===== src/rtl/board_writer_pkg.sv =====
// Shared definitions for the tic-tac-toe board writer and its helpers.
package board_writer_pkg;

  localparam logic [1:0] CELL_EMPTY = 2'b00;
  localparam logic [1:0] CELL_P1    = 2'b01;
  localparam logic [1:0] CELL_P2    = 2'b10;

  typedef enum logic {
    ST_PLAY   = 1'b0,
    ST_LOCKED = 1'b1
  } state_t;

  localparam logic [3:0] MAX_MOVES = 4'd9;
  localparam logic [3:0] SEL_MIN   = 4'd1;
  localparam logic [3:0] SEL_MAX   = 4'd9;

  // Cell code of the opponent of player p.
  function automatic logic [1:0] other_player(input logic [1:0] p);
    return (p == CELL_P1) ? CELL_P2 : CELL_P1;
  endfunction

endpackage


===== src/rtl/board_writer_rise_detect.sv =====
// Registered rising-edge detector with a synchronous history load.
module rise_detect (
  input  logic clk,
  input  logic load,
  input  logic load_val,
  input  logic din,
  output logic rise
);

  logic hist;

  // History flop: forced to load_val on load, otherwise tracks din.
  always_ff @(posedge clk) begin
    if (load) hist <= load_val;
    else      hist <= din;
  end

  assign rise = din & ~hist;

endmodule


===== src/rtl/board_writer.sv =====
// Sole writer of the 3x3 board: validates move requests, commits legal
// moves, alternates turns and locks the board when the game ends.
module board_writer
  import board_writer_pkg::*;
#(
  parameter logic [1:0] FIRST_PLAYER = CELL_P1
) (
  input  logic       clk,
  input  logic       reset,
  input  logic       clear,
  input  logic       move_req,
  input  logic [3:0] move_sel,
  input  logic       game_over,
  output logic [1:0] pos1,
  output logic [1:0] pos2,
  output logic [1:0] pos3,
  output logic [1:0] pos4,
  output logic [1:0] pos5,
  output logic [1:0] pos6,
  output logic [1:0] pos7,
  output logic [1:0] pos8,
  output logic [1:0] pos9,
  output logic [1:0] turn,
  output logic [3:0] move_count,
  output logic       move_accept,
  output logic       move_reject,
  output logic       locked
);

  logic [1:0] cells [9];
  state_t     state, state_next;
  logic       req_edge;
  logic       sel_valid;
  logic [1:0] sel_cell;
  logic       accept;

  // Reset arms the history high so a held button does not fire; clear
  // loads the live level so a press held across clear does not fire.
  rise_detect u_req_edge (
    .clk      (clk),
    .load     (reset | clear),
    .load_val (reset | move_req),
    .din      (move_req),
    .rise     (req_edge)
  );

  // Select the target cell and decide whether this request is legal.
  always_comb begin
    sel_valid = (move_sel >= SEL_MIN) && (move_sel <= SEL_MAX);
    sel_cell  = CELL_EMPTY;
    for (int unsigned i = 0; i < 9; i++) begin
      if (move_sel == 4'(i + 1)) sel_cell = cells[i];
    end
    accept = req_edge && (state == ST_PLAY) && !game_over &&
             sel_valid && (sel_cell == CELL_EMPTY);
  end

  // State register.
  always_ff @(posedge clk) begin
    if (reset || clear) state <= ST_PLAY;
    else                state <= state_next;
  end

  // Next-state logic: lock on a win or on the move that fills the board.
  always_comb begin
    state_next = state;
    case (state)
      ST_PLAY: begin
        if (game_over)                                   state_next = ST_LOCKED;
        else if (accept && move_count == MAX_MOVES - 4'd1) state_next = ST_LOCKED;
      end
      ST_LOCKED: state_next = ST_LOCKED;
      default:   state_next = ST_PLAY;
    endcase
  end

  // Output decode of the state register.
  always_comb begin
    locked = (state == ST_LOCKED);
  end

  // Board, turn, move counter and result pulses.
  always_ff @(posedge clk) begin
    if (reset || clear) begin
      for (int unsigned i = 0; i < 9; i++) cells[i] <= CELL_EMPTY;
      turn        <= FIRST_PLAYER;
      move_count  <= '0;
      move_accept <= 1'b0;
      move_reject <= 1'b0;
    end else begin
      move_accept <= accept;
      move_reject <= req_edge && !accept;
      if (accept) begin
        for (int unsigned i = 0; i < 9; i++) begin
          if (move_sel == 4'(i + 1)) cells[i] <= turn;
        end
        turn       <= other_player(turn);
        move_count <= move_count + 4'd1;
      end
    end
  end

  assign pos1 = cells[0];
  assign pos2 = cells[1];
  assign pos3 = cells[2];
  assign pos4 = cells[3];
  assign pos5 = cells[4];
  assign pos6 = cells[5];
  assign pos7 = cells[6];
  assign pos8 = cells[7];
  assign pos9 = cells[8];

endmodule


===== config.mk =====
export PLATFORM = sky130hd
export DESIGN_NAME = board_writer
export DESIGN_NICKNAME = d
export VERILOG_FILES = /design/src/rtl/board_writer_pkg.sv /design/src/rtl/board_writer_rise_detect.sv /design/src/rtl/board_writer.sv
export SDC_FILE = /design/constraint.sdc
export NUM_CORES = 1
export LEC_CHECK = 0
export ABC_CLOCK_PERIOD_IN_PS = 2200
export BUFFER_PORTS_ARGS = -buffer_cell sky130_fd_sc_hd__buf_2
export CAP_MARGIN = 20
export CELL_PAD_IN_SITES_DETAIL_PLACEMENT = 0
export CELL_PAD_IN_SITES_GLOBAL_PLACEMENT = 1
export CORE_UTILIZATION = 25
export CTS_CLUSTER_SIZE = 40
export DETAILED_ROUTE_END_ITERATION = 12
export GPL_TIMING_DRIVEN = 0
export PLACE_DENSITY_LB_ADDON = 0.3
export REMOVE_ABC_BUFFERS = 1
export SYNTH_ARGS = -nofsm -noshare
export SYNTH_HDL_FRONTEND = slang
export SYNTH_SLANG_ARGS = --single-unit
export TNS_END_PERCENT = 30

===== constraint.sdc =====
create_clock -name clk -period 2.2 [get_ports clk]
set_input_delay 0.66 -clock clk [delete_from_list [all_inputs] [get_ports clk]]
set_output_delay 0.66 -clock clk [all_outputs]
set_load 0.01 [all_outputs]

# After elaboration in Yosys (flattened, before gate mapping)
# Memory sizes are Yosys's and may differ from the RTL's.
# Index checks and enable logic that the tools add are counted.
dict set report word_totals {
  memories 1
  reg_bits 10
  input_bits 9
  wordCells 107
  output_inout_bits 27
  ram_bits 18
}
# memory depth width rd rd_ports_with_merged_regs write_ports line
set memory_table {}
lappend memory_table {cells 9 2 9 0 9 board_writer.sv:30} ;# logic [1:0] cells [9];
dict set report op_classes {
  bitwise 14
  n_mux 61
  order_cmp 2
  addsub 1
  reduce_logical 11
  eq_ne 11
}
# operator count
set op_table {}
lappend op_table {{2-to-1 mux 1 bit} 41}
lappend op_table {{2-to-1 mux 2 bit} 19}
lappend op_table {{== test 4 x 3 -> 1 bit, second input constant} 4}
lappend op_table {{== test 4 bit, second input constant} 3}
lappend op_table {{OR 1 bit} 11}
lappend op_table {{== test 4 x 2 -> 1 bit, second input constant} 2}
lappend op_table {{logical AND 1 bit} 7}
lappend op_table {{adder 4 x 1 -> 4 bit, second input constant} 1}
lappend op_table {{== test 4 x 1 -> 1 bit, second input constant} 1}
lappend op_table {{>= comparator 4 x 1 -> 1 bit, second input constant} 1}
lappend op_table {{less-or-equal comparator 4 bit, second input constant} 1}
lappend op_table {{== test 2 x 1 -> 1 bit, second input constant} 1}
lappend op_table {{logical NOT 1 bit} 2}
lappend op_table {{logical NOT 2 bit} 1}
lappend op_table {{NOT 1 bit} 2}
lappend op_table {{case mux 1 bit (2 select lines)} 1}
lappend op_table {{bitwise AND 1 bit} 1}
lappend op_table {{logical OR 1 bit} 1}

# Longest topological paths before layout
# Gate-level depths: netlist (run 1).
dict set report depth {
  word_depth 16
  mapped_depth 7
  ltp_nobuf 5
}

# Hierarchy
# Synthesis (run 1) repeated with hierarchy kept, for this count alone.
dict set report unflattened {
  cells_unflattened 106
  hier_area_um2 1249.9
}
# mod n_inst area_per_inst_um2 cells_each seq_area_each_um2
set modules_own_cells {}
lappend modules_own_cells {board_writer 1 1208.7 103 720.7}
lappend modules_own_cells {rise_detect 1 41.3 3 20.0}

# Worst setup path before layout (run 1)
# No wires, ideal clock.
dict set report synth_path {
  kind {input port to flip-flop}
  from {input port move_sel[0]}
  to {memory cells[0][0], data pin}
  t_required_ns 1.922
  cell_stages 7
  n_path_buf 2
  arrival_time_ns 1.913
  setup_time_ns 0.278
  setup_slack_ns 0.009
  cell_sequence {buf_4 or2_1 o311ai_1 a211o_1 a31o_1 buf_6 and3_1}
}
# item line
set synth_rtl {}
lappend synth_rtl {{start: declaration} board_writer.sv:12} ;# input logic [3:0] move_sel,
lappend synth_rtl {{end: declaration} board_writer.sv:30}

==> run metrics, run 1 <==
hold endpoint move_count[3]$_SDFFE_PN0N_; clk_lat worst skew 0.27 ns; drt total wl ~3300 um; cell area power density 575 mW/mm^2; Hold Path Origin move_count[3]$_SDFFE_PN0N_; IO Port Bufs 35; Fin Clk Skew 0.00371 ns; Die Span Y 76.8 um; CTS tree built; WP data arrival ~2.1 ns; WL/cell around 15 um; CP max stage cell o41ai_2; layout cells sized above 1 around 38%; critical path endpoint category flop; max-slew violation count 0; max-cap violation count 0; YS warnings 0; Clock Sinks 28; CP delay by family, top compound AO/OA/AOI/OAI gates; initial cell density of the core 26.7%; violation count after the first detailed-routing iteration 55; I/O pin count 36; initial antenna violation count 0; Post-CTS Hold Fix Bufs 0; core area roughly 0.0052 mm^2; diode count 0; Remaining DRCs 0; Slew headroom 54.1%; count leader, synth edfxtp_1; Reg clk slew, reported paths 0.09 ns; Crit Path Class in2reg; Leakage 0.000702 uW; setup_tns 0 ns; top_reg_cell synth edfxtp_1; root buf cell clkbuf_8; Mapped Avg Cell Area approximately 12 um^2; FFs w/ async S/R, synth 0%; first-pass GRT wire length 5370 um; Clk network pwr share 28.7%; H-tree Lvls 1; fill cell count 562; Area growth syn-to-layout 23.8%; Vias/cell 4.80; Yosys reg bits 28; crit path buf inv count 2; Slew @ Worst Pin 0.686 ns; Req. time, crit path 2.14 ns; Detail Route Antenna Nets 0; register-to-register setup slack 0.17 ns; run status finished clean; number of global-route vias before repair 1,057; Die W 76.8 um; share of Yosys cell area claimed by the top area cell type 38.7%; detailed-route via count 1,075; Sw Share 24.3%; sequential fraction of the synthesis area between 50% and 60%; peak supply drop 0.288 mV; Final Core Density 33.0%; Initial DRT Pass Iterations 4; library cell with the largest summed area after synthesis edfxtp_1; unrepaired setup endpoints after global routing yes; fin crit period 2.15 ns; crit-path max FO 11; RR Endpoint cells[0][15]$_DFFE_PP_; row count 26; worst reg2reg startpoint cells[0][16]$_DFFE_PP_; Net Switching 242 uW; Final nets 166; Reg2Reg Depth 5; Post-Syn Area 0.00140 mm^2; largest stage delay on the critical path 0.43 ns; Place WS -0.585 ns; Post-Syn Instances 118; final hold violations 0; hold path depth 2; final period utilization 97.9%; grt total ovfl 0; GPL Wtd Cong 0.755; CTS Buffer Depth 2; cell internal pwr 753 uW; total CTS buffers 3; die area between 0.005 and 0.006 mm^2; pin count of the biggest net entering global routing 16; Commonest cells post-synth 18 x edfxtp_1, 13 x nand2_1, 10 x dfxtp_1; worst setup margin 0.0453 ns; Synth area leaders edfxtp_1 39%, dfxtp_1 14%, mux2i_1 3.6%, nand2_1 3.5%, o21ai_1 2.5%; max frequency between 400 and 500 MHz; sequential power share between 50% and 60%; Post-synth EDFFs 18; combinational share of power 12.6%; worst path cell trace buf_2 > nor2_1 > a2111oi_4 > buf_4 > nand2_1 > o41ai_2; endpoints failing setup 0; dpl hpwl between 2000 and 2500 um; HP Class reg2reg; startpoint class of the critical path primary input; Total GRT Usage a little under an eighth; post-synth cell types 47
power groups by stage:
| stage | clock (uW) | sequential [uW] | combinational (uW) |
|---|---|---|---|
| global placement | 0 | 595 | 114 |
| global route | 316 | 587 | 137 |
| floorplan | 0 | 604 | 57.2 |
| CTS | 299 | 584 | 122 |
| finish | 286 | 584 | 125 |
| detailed placement | 0 | 597 | 118 |
cells by family (layout without fill, tap and decap cells):
| family | Yosys count | in the layout | synth area share [%] |
|---|---|---|---|
| fa+ha+maj | 2 | 2 | 1.79 |
| mux | 6 | 6 | 4.66 |
| simple gates | 42 | 42 | 16.8 |
| compound gates | 32 | 32 | 20.7 |
| flops | 28 | 28 | 53.0 |
| buf+inv | 8 | 44 | 3.04 |
final cells by class:
class	instances	area [um^2]	share of cell area, %
clock buffer	4	45.0	2.60
sequential	28	741	42.8
tap	70	87.6	5.06
inverter	3	11.3	0.651
timing repair buffer	37	196	11.4
multi-input combinational	82	649	37.5
timing repair:
| action | in CTS | in global routing |
|---|---|---|
| pin swaps | 0 | 1 |
| gates resized for setup | 6 | 2 |
| setup buffers | 0 | 1 |
| setup endpoints to repair | 28 | 34 |
layer usage:
metal	up-vias	track usage, %	wire, um
met2	40	18.9	1460
met3	2	3.10	193
li1	521	-	-
met1	512	15.5	1610
met4	0	2.31	12
met5	-	0	0
worst min-delay path, cell delays in order (launching register included):
cell and delay, ns:
dfxtp_1 0.34, nand2_1 0.06, mux2i_1 0.05
through the flow:
stage	total power, uW	cells	hold WS [ns]	cell area [um^2]
after floorplan	662	113	0.494	1370
after global placement	710	218	0.469	1630
after detailed placement	715	219	0.474	1640
after CTS	1000	223	0.492	1700
after global routing	1040	224	0.527	1730
final	995	224	0.490	1730
registers in the layout, summed over array words and instances (netlist names):
name             count
cells               18
locked               1
move_accept          1
move_count           4
move_reject          1
turn                 2
u_req_edge.hist      1
placed cells by master (no fill, tap or decap), drive strengths merged, types with 3 or more instances in the layout:
cell,n
o21ai,8
or3,3
clkbuf,4
nor2,6
mux2i,5
edfxtp,18
dfxtp,10
o31ai,4
inv,3
nor3,3
or2,5
nand2,13
and3,3
buf,37
worst max path at each step:
stage	start	to	slack [ns]	cells after the start
after floorplan	move_req	cells[0][2]$_DFFE_PP_	0.007	5
after global placement	move_sel[1]	cells[0][14]$_DFFE_PP_	-0.54	6
after detailed placement	move_sel[1]	cells[0][7]$_DFFE_PP_	-0.59	6
after CTS	move_sel[0]	cells[0][15]$_DFFE_PP_	0.02	6
after global routing	move_sel[0]	cells[0][16]$_DFFE_PP_	-0.04	6
final	move_sel[0]	cells[0][16]$_DFFE_PP_	0.05	6
(Power assumes the default switching activity.)
==> run 2, diff against run 1 <==
--- a/config.mk
+++ b/config.mk
@@ -13,10 +13,10 @@
 export CORE_UTILIZATION = 25
 export CTS_CLUSTER_SIZE = 40
 export DETAILED_ROUTE_END_ITERATION = 12
-export GPL_TIMING_DRIVEN = 0
 export PLACE_DENSITY_LB_ADDON = 0.3
 export REMOVE_ABC_BUFFERS = 1
 export SYNTH_ARGS = -nofsm -noshare
 export SYNTH_HDL_FRONTEND = slang
+export SYNTH_HIERARCHICAL = 1
 export SYNTH_SLANG_ARGS = --single-unit
 export TNS_END_PERCENT = 30
==> run metrics, run 2 <==
Leakage approximately 0.0008 uW; Synth area leaders edfxtp_1 43%, dfxtp_1 16%, nor2_1 2.7%, or3_1 2.5%, o21ai_0 2.4%; library cell with the largest summed area after synthesis edfxtp_1; Area growth syn-to-layout 51.4%; sequential fraction of the synthesis area 59.3%; sequential power share roughly 57%; cell area power density about 540 mW/mm^2; I/O pin count 36; core area 0.00475 mm^2; failing checks negative setup slack; die area roughly 0.0053 mm^2; post-synth cell types 43; Fin Clk Skew 0.00532 ns; IO Port Bufs 35; Hold WS 0.520 ns; total CTS buffers 3; Area after DPL 0.00167 mm^2; setup_tns -1.48 ns; pin count of the biggest net entering global routing 16; max reg flops 18; Vias/cell 4.50; Post-synth EDFFs 18; initial cell density of the core about a quarter; H-tree Lvls 1; YS warnings 6; worst reg2reg startpoint cells[0][10]$_DFFE_PP_; Clock Sinks 28; grt total ovfl 0; detailed-route via count around 1,100; top_reg_cell synth edfxtp_1; initial antenna violation count 0; first-pass GRT wire length 5110 um; run status finished with violations; Yosys reg bits 28; placed insts 230; root buf cell clkbuf_8; Crit Path Class in2reg; Mapped Avg Cell Area 11.8 um^2; Detail Route Antenna Nets 0; Hold Path Origin move_count[3]$_SDFFE_PP0N_; unrepaired setup endpoints after global routing yes; Remaining DRCs 0; dpl hpwl 2420 um; CTS tree built; layout cells sized above 1 ~53%; Sw Share 23.1%; fin crit period ~2.4 ns; clk_lat worst skew approximately 0.27 ns; Post-CTS Hold Fix Bufs 0; hold endpoint move_count[3]$_SDFFE_PP0N_; fin area about 0.0019 mm^2; peak supply drop 0.208 mV; max frequency 422 MHz; Final nets 185; count leader, synth edfxtp_1; share of Yosys cell area claimed by the top area cell type ~43%; Post-Layout Cell Count 240; GPL Wtd Cong 0.836; FFs w/ async S/R, synth 0%; number of global-route vias before repair 1,082; Post-Syn Instances 106; final period utilization 108%; violation count after the first detailed-routing iteration 50; commonest non-fill, non-tap cells in the layout 32 x buf_2, 30 x buf_4, 18 x edfxtp_1; Req. time, crit path 2.19 ns; Die W 72.7 um; commonest non-fill, non-tap cell in the layout buf_2; drt total wl 3300 um; Die Span Y 72.7 um; hold path depth 2; Net Switching 236 uW; crit-path max FO 5; startpoint class of the critical path primary input; Initial DRT Pass Iterations 4; Slew headroom 75.3%; register-to-register setup slack -0.02 ns; register bank with the most flops cells; critical path endpoint category flop; max-slew violation count 0; CTS Buffer Depth 2; biggest regs cells (18), move_count (4), turn (2); cell internal pwr 785 uW; final hold violations 0; max-cap violation count 0; Post-Syn Area 0.00125 mm^2; row count 25; Commonest cells post-synth 18 x edfxtp_1, 10 x dfxtp_1, 9 x nor2_1; Clk network pwr share 27.1%; Reg2Reg Depth 5; diode count 0; combinational share of power between 10% and 20%; WP data arrival 2.36 ns; RR Endpoint cells[0][0]$_DFFE_PP_; Slew @ Worst Pin 0.369 ns; Total GRT Usage 12.7%; endpoints failing setup 22; Reg clk slew, reported paths 0.09 ns; worst setup margin -0.168 ns; WL/cell 13.7 um; HP Class reg2reg; source of the critical timing path move_sel[0]
[run 2: changes by cell type after synthesis, moves of 2 or more]
| cell | previous run | this run |
|---|---|---|
| nand2_1 | 13 | 4 |
| and3_1 | 3 | 1 |
| o2111ai_1 | 2 | 0 |
| a21oi_1 | 0 | 5 |
| o21ai_1 | 7 | 5 |
| nand3_1 | 0 | 2 |
| or2_2 | 4 | 1 |
| or3_1 | 3 | 5 |
| o31ai_1 | 3 | 1 |
| mux2i_1 | 5 | 0 |
| o21ai_0 | 1 | 6 |
| o211a_1 | 2 | 0 |
| nor2_1 | 5 | 9 |
[run 2: cells by family after synthesis]
family,synth area share (%)
buf+inv,3.60
xor+xnor,0.701
mux,1.20
compound gates,15.1
flops,59.3
simple gates,18.1
fa+ha+maj,2.00
[run 2: final cells by class]
cell class                      instances  area (um^2)
Tap cell                               67         83.8
Timing Repair Buffer                   66          434
Clock buffer                            4         45.0
Sequential cell                        28          741
Fill cell                             499         2860
Inverter                                5         18.8
Multi-Input combinational cell         70          569
[run 2: repair_timing]
action | 4_1_cts | 5_1_grt
buffers inserted | 6 | 2
resized for setup | 25 | 10
pin swaps | 5 | 4
setup endpoints to repair | 38 | 41
[run 2: how the worst max path moves through the flow]
stage / end / slack, ns
after floorplan: cells[0][2]$_DFFE_PP_ / -0.37
after global placement: cells[0][4]$_DFFE_PP_ / -0.47
after detailed placement: cells[0][4]$_DFFE_PP_ / -0.50
after CTS: cells[0][0]$_DFFE_PP_ / -0.14
after global routing: cells[0][0]$_DFFE_PP_ / -0.22
final: cells[0][0]$_DFFE_PP_ / -0.17
[run 2: power groups by stage]
stage	Clock, uW	Combinational (uW)	Sequential [uW]
after global placement	0	128	596
after global routing	302	172	588
final	276	159	585
after CTS	283	150	586
after floorplan	0	43.4	606
after detailed placement	0	129	598
[run 2: worst max-delay path: stages]
cell and delay [ns]:
buf_8 0.10, nand2b_4 0.13, or4_4 0.49, a311oi_4 0.27
a31oi_4 0.09, or3_4 0.44, o21ai_4 0.17
[run 2: through the flow]
stage	power, uW	setup slack [ns]	utilization [%]
floorplan	649	-0.374	-
detailed placement	727	-0.502	35.1
CTS	1020	-0.145	38.8
global route	1060	-0.221	39.8
finish	1020	-0.168	39.8
global placement	724	-0.473	35.1
[run 2: metal layers]
metal	wire, um	global-route usage, %	vias up
met5	0	0	-
li1	-	-	530
met1	1390	15.2	516
met2	1720	22.8	25
met3	104	1.80	9
met4	76	5.01	0
==> run 3, diff against run 2 <==
--- a/config.mk
+++ b/config.mk
@@ -5,7 +5,7 @@
 export SDC_FILE = /design/constraint.sdc
 export NUM_CORES = 1
 export LEC_CHECK = 0
-export ABC_CLOCK_PERIOD_IN_PS = 2200
+export ABC_CLOCK_PERIOD_IN_PS = 2150
 export BUFFER_PORTS_ARGS = -buffer_cell sky130_fd_sc_hd__buf_2
 export CAP_MARGIN = 20
 export CELL_PAD_IN_SITES_DETAIL_PLACEMENT = 0
==> constraint.sdc (replaced) <==
create_clock -name clk -period 2.15 [get_ports clk]
set_input_delay 0.645 -clock clk [delete_from_list [all_inputs] [get_ports clk]]
set_output_delay 0.645 -clock clk [all_outputs]
set_load 0.01 [all_outputs]
==> run metrics, run 3 (synthesis gave the netlist of run 2 again) <==
worst reg2reg startpoint cells[0][10]$_DFFE_PP_; Leakage 0.000797 uW; Total GRT Usage between 10% and 20%; dpl hpwl ~2400 um; cell internal pwr 803 uW; Net Switching between 200 and 250 uW; clk_lat worst skew 0.27 ns; critical path endpoint category flop; Detail Route Antenna Nets 0; Final nets 185; hold endpoint move_count[3]$_SDFFE_PP0N_; initial cell density of the core 26.3%; max-slew violation count 0; H-tree Lvls 1; peak supply drop about 0.21 mV; Req. time, crit path 2.14 ns; combinational share of power roughly 16%; register-to-register setup slack -0.09 ns; drt total wl 3310 um; register bank with the most flops cells; max-cap violation count 0; placed insts 230; root buf cell clkbuf_8; post-route met1 wirelength 1380 um; Clk network pwr share 27.1%; Area after DPL 0.00167 mm^2; Initial DRT Pass Iterations 4; unrepaired setup endpoints after global routing yes; Reg2Reg Depth 5; diode count 0; met2 wire len 1720 um; failing checks negative setup slack; Reg clk slew, reported paths 0.09 ns; max reg flops 18; total CTS buffers 3; crit-path max FO 5; Post-Layout Cell Count 240; Vias/cell 4.57; final period utilization 110%; pin count of the biggest net entering global routing 16; WP data arrival approximately 2.4 ns; row count 25; GPL Wtd Cong 0.836; flip-flop and latch area 741 um^2; cell area power density between 500 and 600 mW/mm^2; biggest regs cells (18), move_count (4), turn (2); fill cell count between 400 and 500; Hold Path Origin move_count[3]$_SDFFE_PP0N_; commonest non-fill, non-tap cell in the layout buf_2; first-pass GRT wire length 5080 um; grt total ovfl 0; initial antenna violation count 0; Die W 72.7 um; RR Endpoint cells[0][0]$_DFFE_PP_; routed wl met3 110 um; die area 0.00529 mm^2; Slew headroom approximately three quarters; detailed-route via count 1,096; worst setup margin -0.213 ns; CTS Buffer Depth 2; Sw Share 23.1%; Multi-input gate area 569 um^2; endpoints failing setup 38; Final Core Density about two fifths; Remaining DRCs 0; layout cells sized above 1 52.6%; HP Class reg2reg; I/O pin count 36; core area 0.00475 mm^2; max frequency 423 MHz; hold path depth 2; uppermost layer routed met4; Slew @ Worst Pin 0.370 ns; fin crit period 2.36 ns; final hold violations 0; number of global-route vias before repair 1,076; run status finished with violations; Clock Sinks 28; Area growth syn-to-layout 51.4%; violation count after the first detailed-routing iteration between 100 and 150; sequential power share 57.3%; startpoint class of the critical path primary input; fin area 0.00189 mm^2; Fin Clk Skew between 0.005 and 0.006 ns; commonest non-fill, non-tap cells in the layout 32 x buf_2, 30 x buf_4, 18 x edfxtp_1; Crit Path Class in2reg; CTS tree built; WL/cell ~14 um; Die Span Y 72.7 um; IO Port Bufs 35
run 3: cell counts in the layout (fill, tap and decap cells not counted):
Identical to the previous run, type by type.
run 3: power by group through the flow:
stage                     Combinational (uW)  Sequential (uW)  Clock, uW
after floorplan                         44.4              620          0
after CTS                                154              599        290
after global placement                   131              610          0
after detailed placement                 132              612          0
final                                    163              599        284
after global routing                     176              602        309
run 3: worst max-delay path by stage:
stage                           start                    end
after detailed placement  move_sel[3]  cells[0][4]$_DFFE_PP_
final                     move_sel[0]  cells[0][0]$_DFFE_PP_
after CTS                 move_sel[0]  cells[0][0]$_DFFE_PP_
after floorplan           move_sel[3]  cells[0][2]$_DFFE_PP_
after global routing      move_sel[0]  cells[0][0]$_DFFE_PP_
after global placement    move_sel[3]  cells[0][4]$_DFFE_PP_
run 3: area by class of cell:
type | count | area share (%)
Clock buffer | 4 | 2.38
Inverter | 5 | 0.992
Multi-Input combinational cell | 70 | 30.1
Sequential cell | 28 | 39.2
Tap cell | 67 | 4.43
Timing Repair Buffer | 66 | 22.9
run 3: stage by stage:
stage          setup WS [ns]  setup TNS (ns)  hold slack [ns]  total power (uW)
3_5_place_dp          -0.537          -19.38            0.511               743
4_1_cts               -0.180           -3.15            0.523              1040
6_report              -0.213           -2.76            0.520              1050
2_1_floorplan         -0.409          -10.93            0.503               664
3_3_place_gp          -0.508          -17.14            0.488               741
5_1_grt               -0.260           -5.01            0.538              1090
run 3: what timing repair did:
item	CTS	global route
buffers inserted	6	2
setup endpoints to repair	39	41
pin swaps	5	4
gates resized for setup	26	9
hold buffers	0	0
run 3: worst max-delay path, cell delays in order:
cell and delay (ns):
buf_8 0.10, nand2b_4 0.13, or4_4 0.50, a311oi_4 0.27
a31oi_4 0.09, or3_4 0.44, o21ai_4 0.17
run 3: layer usage:
metal,track usage (%),vias to the layer above
li1,-,530
met2,22.4,27
met4,5.01,0
met3,1.80,10
met5,0,-
met1,15.2,529
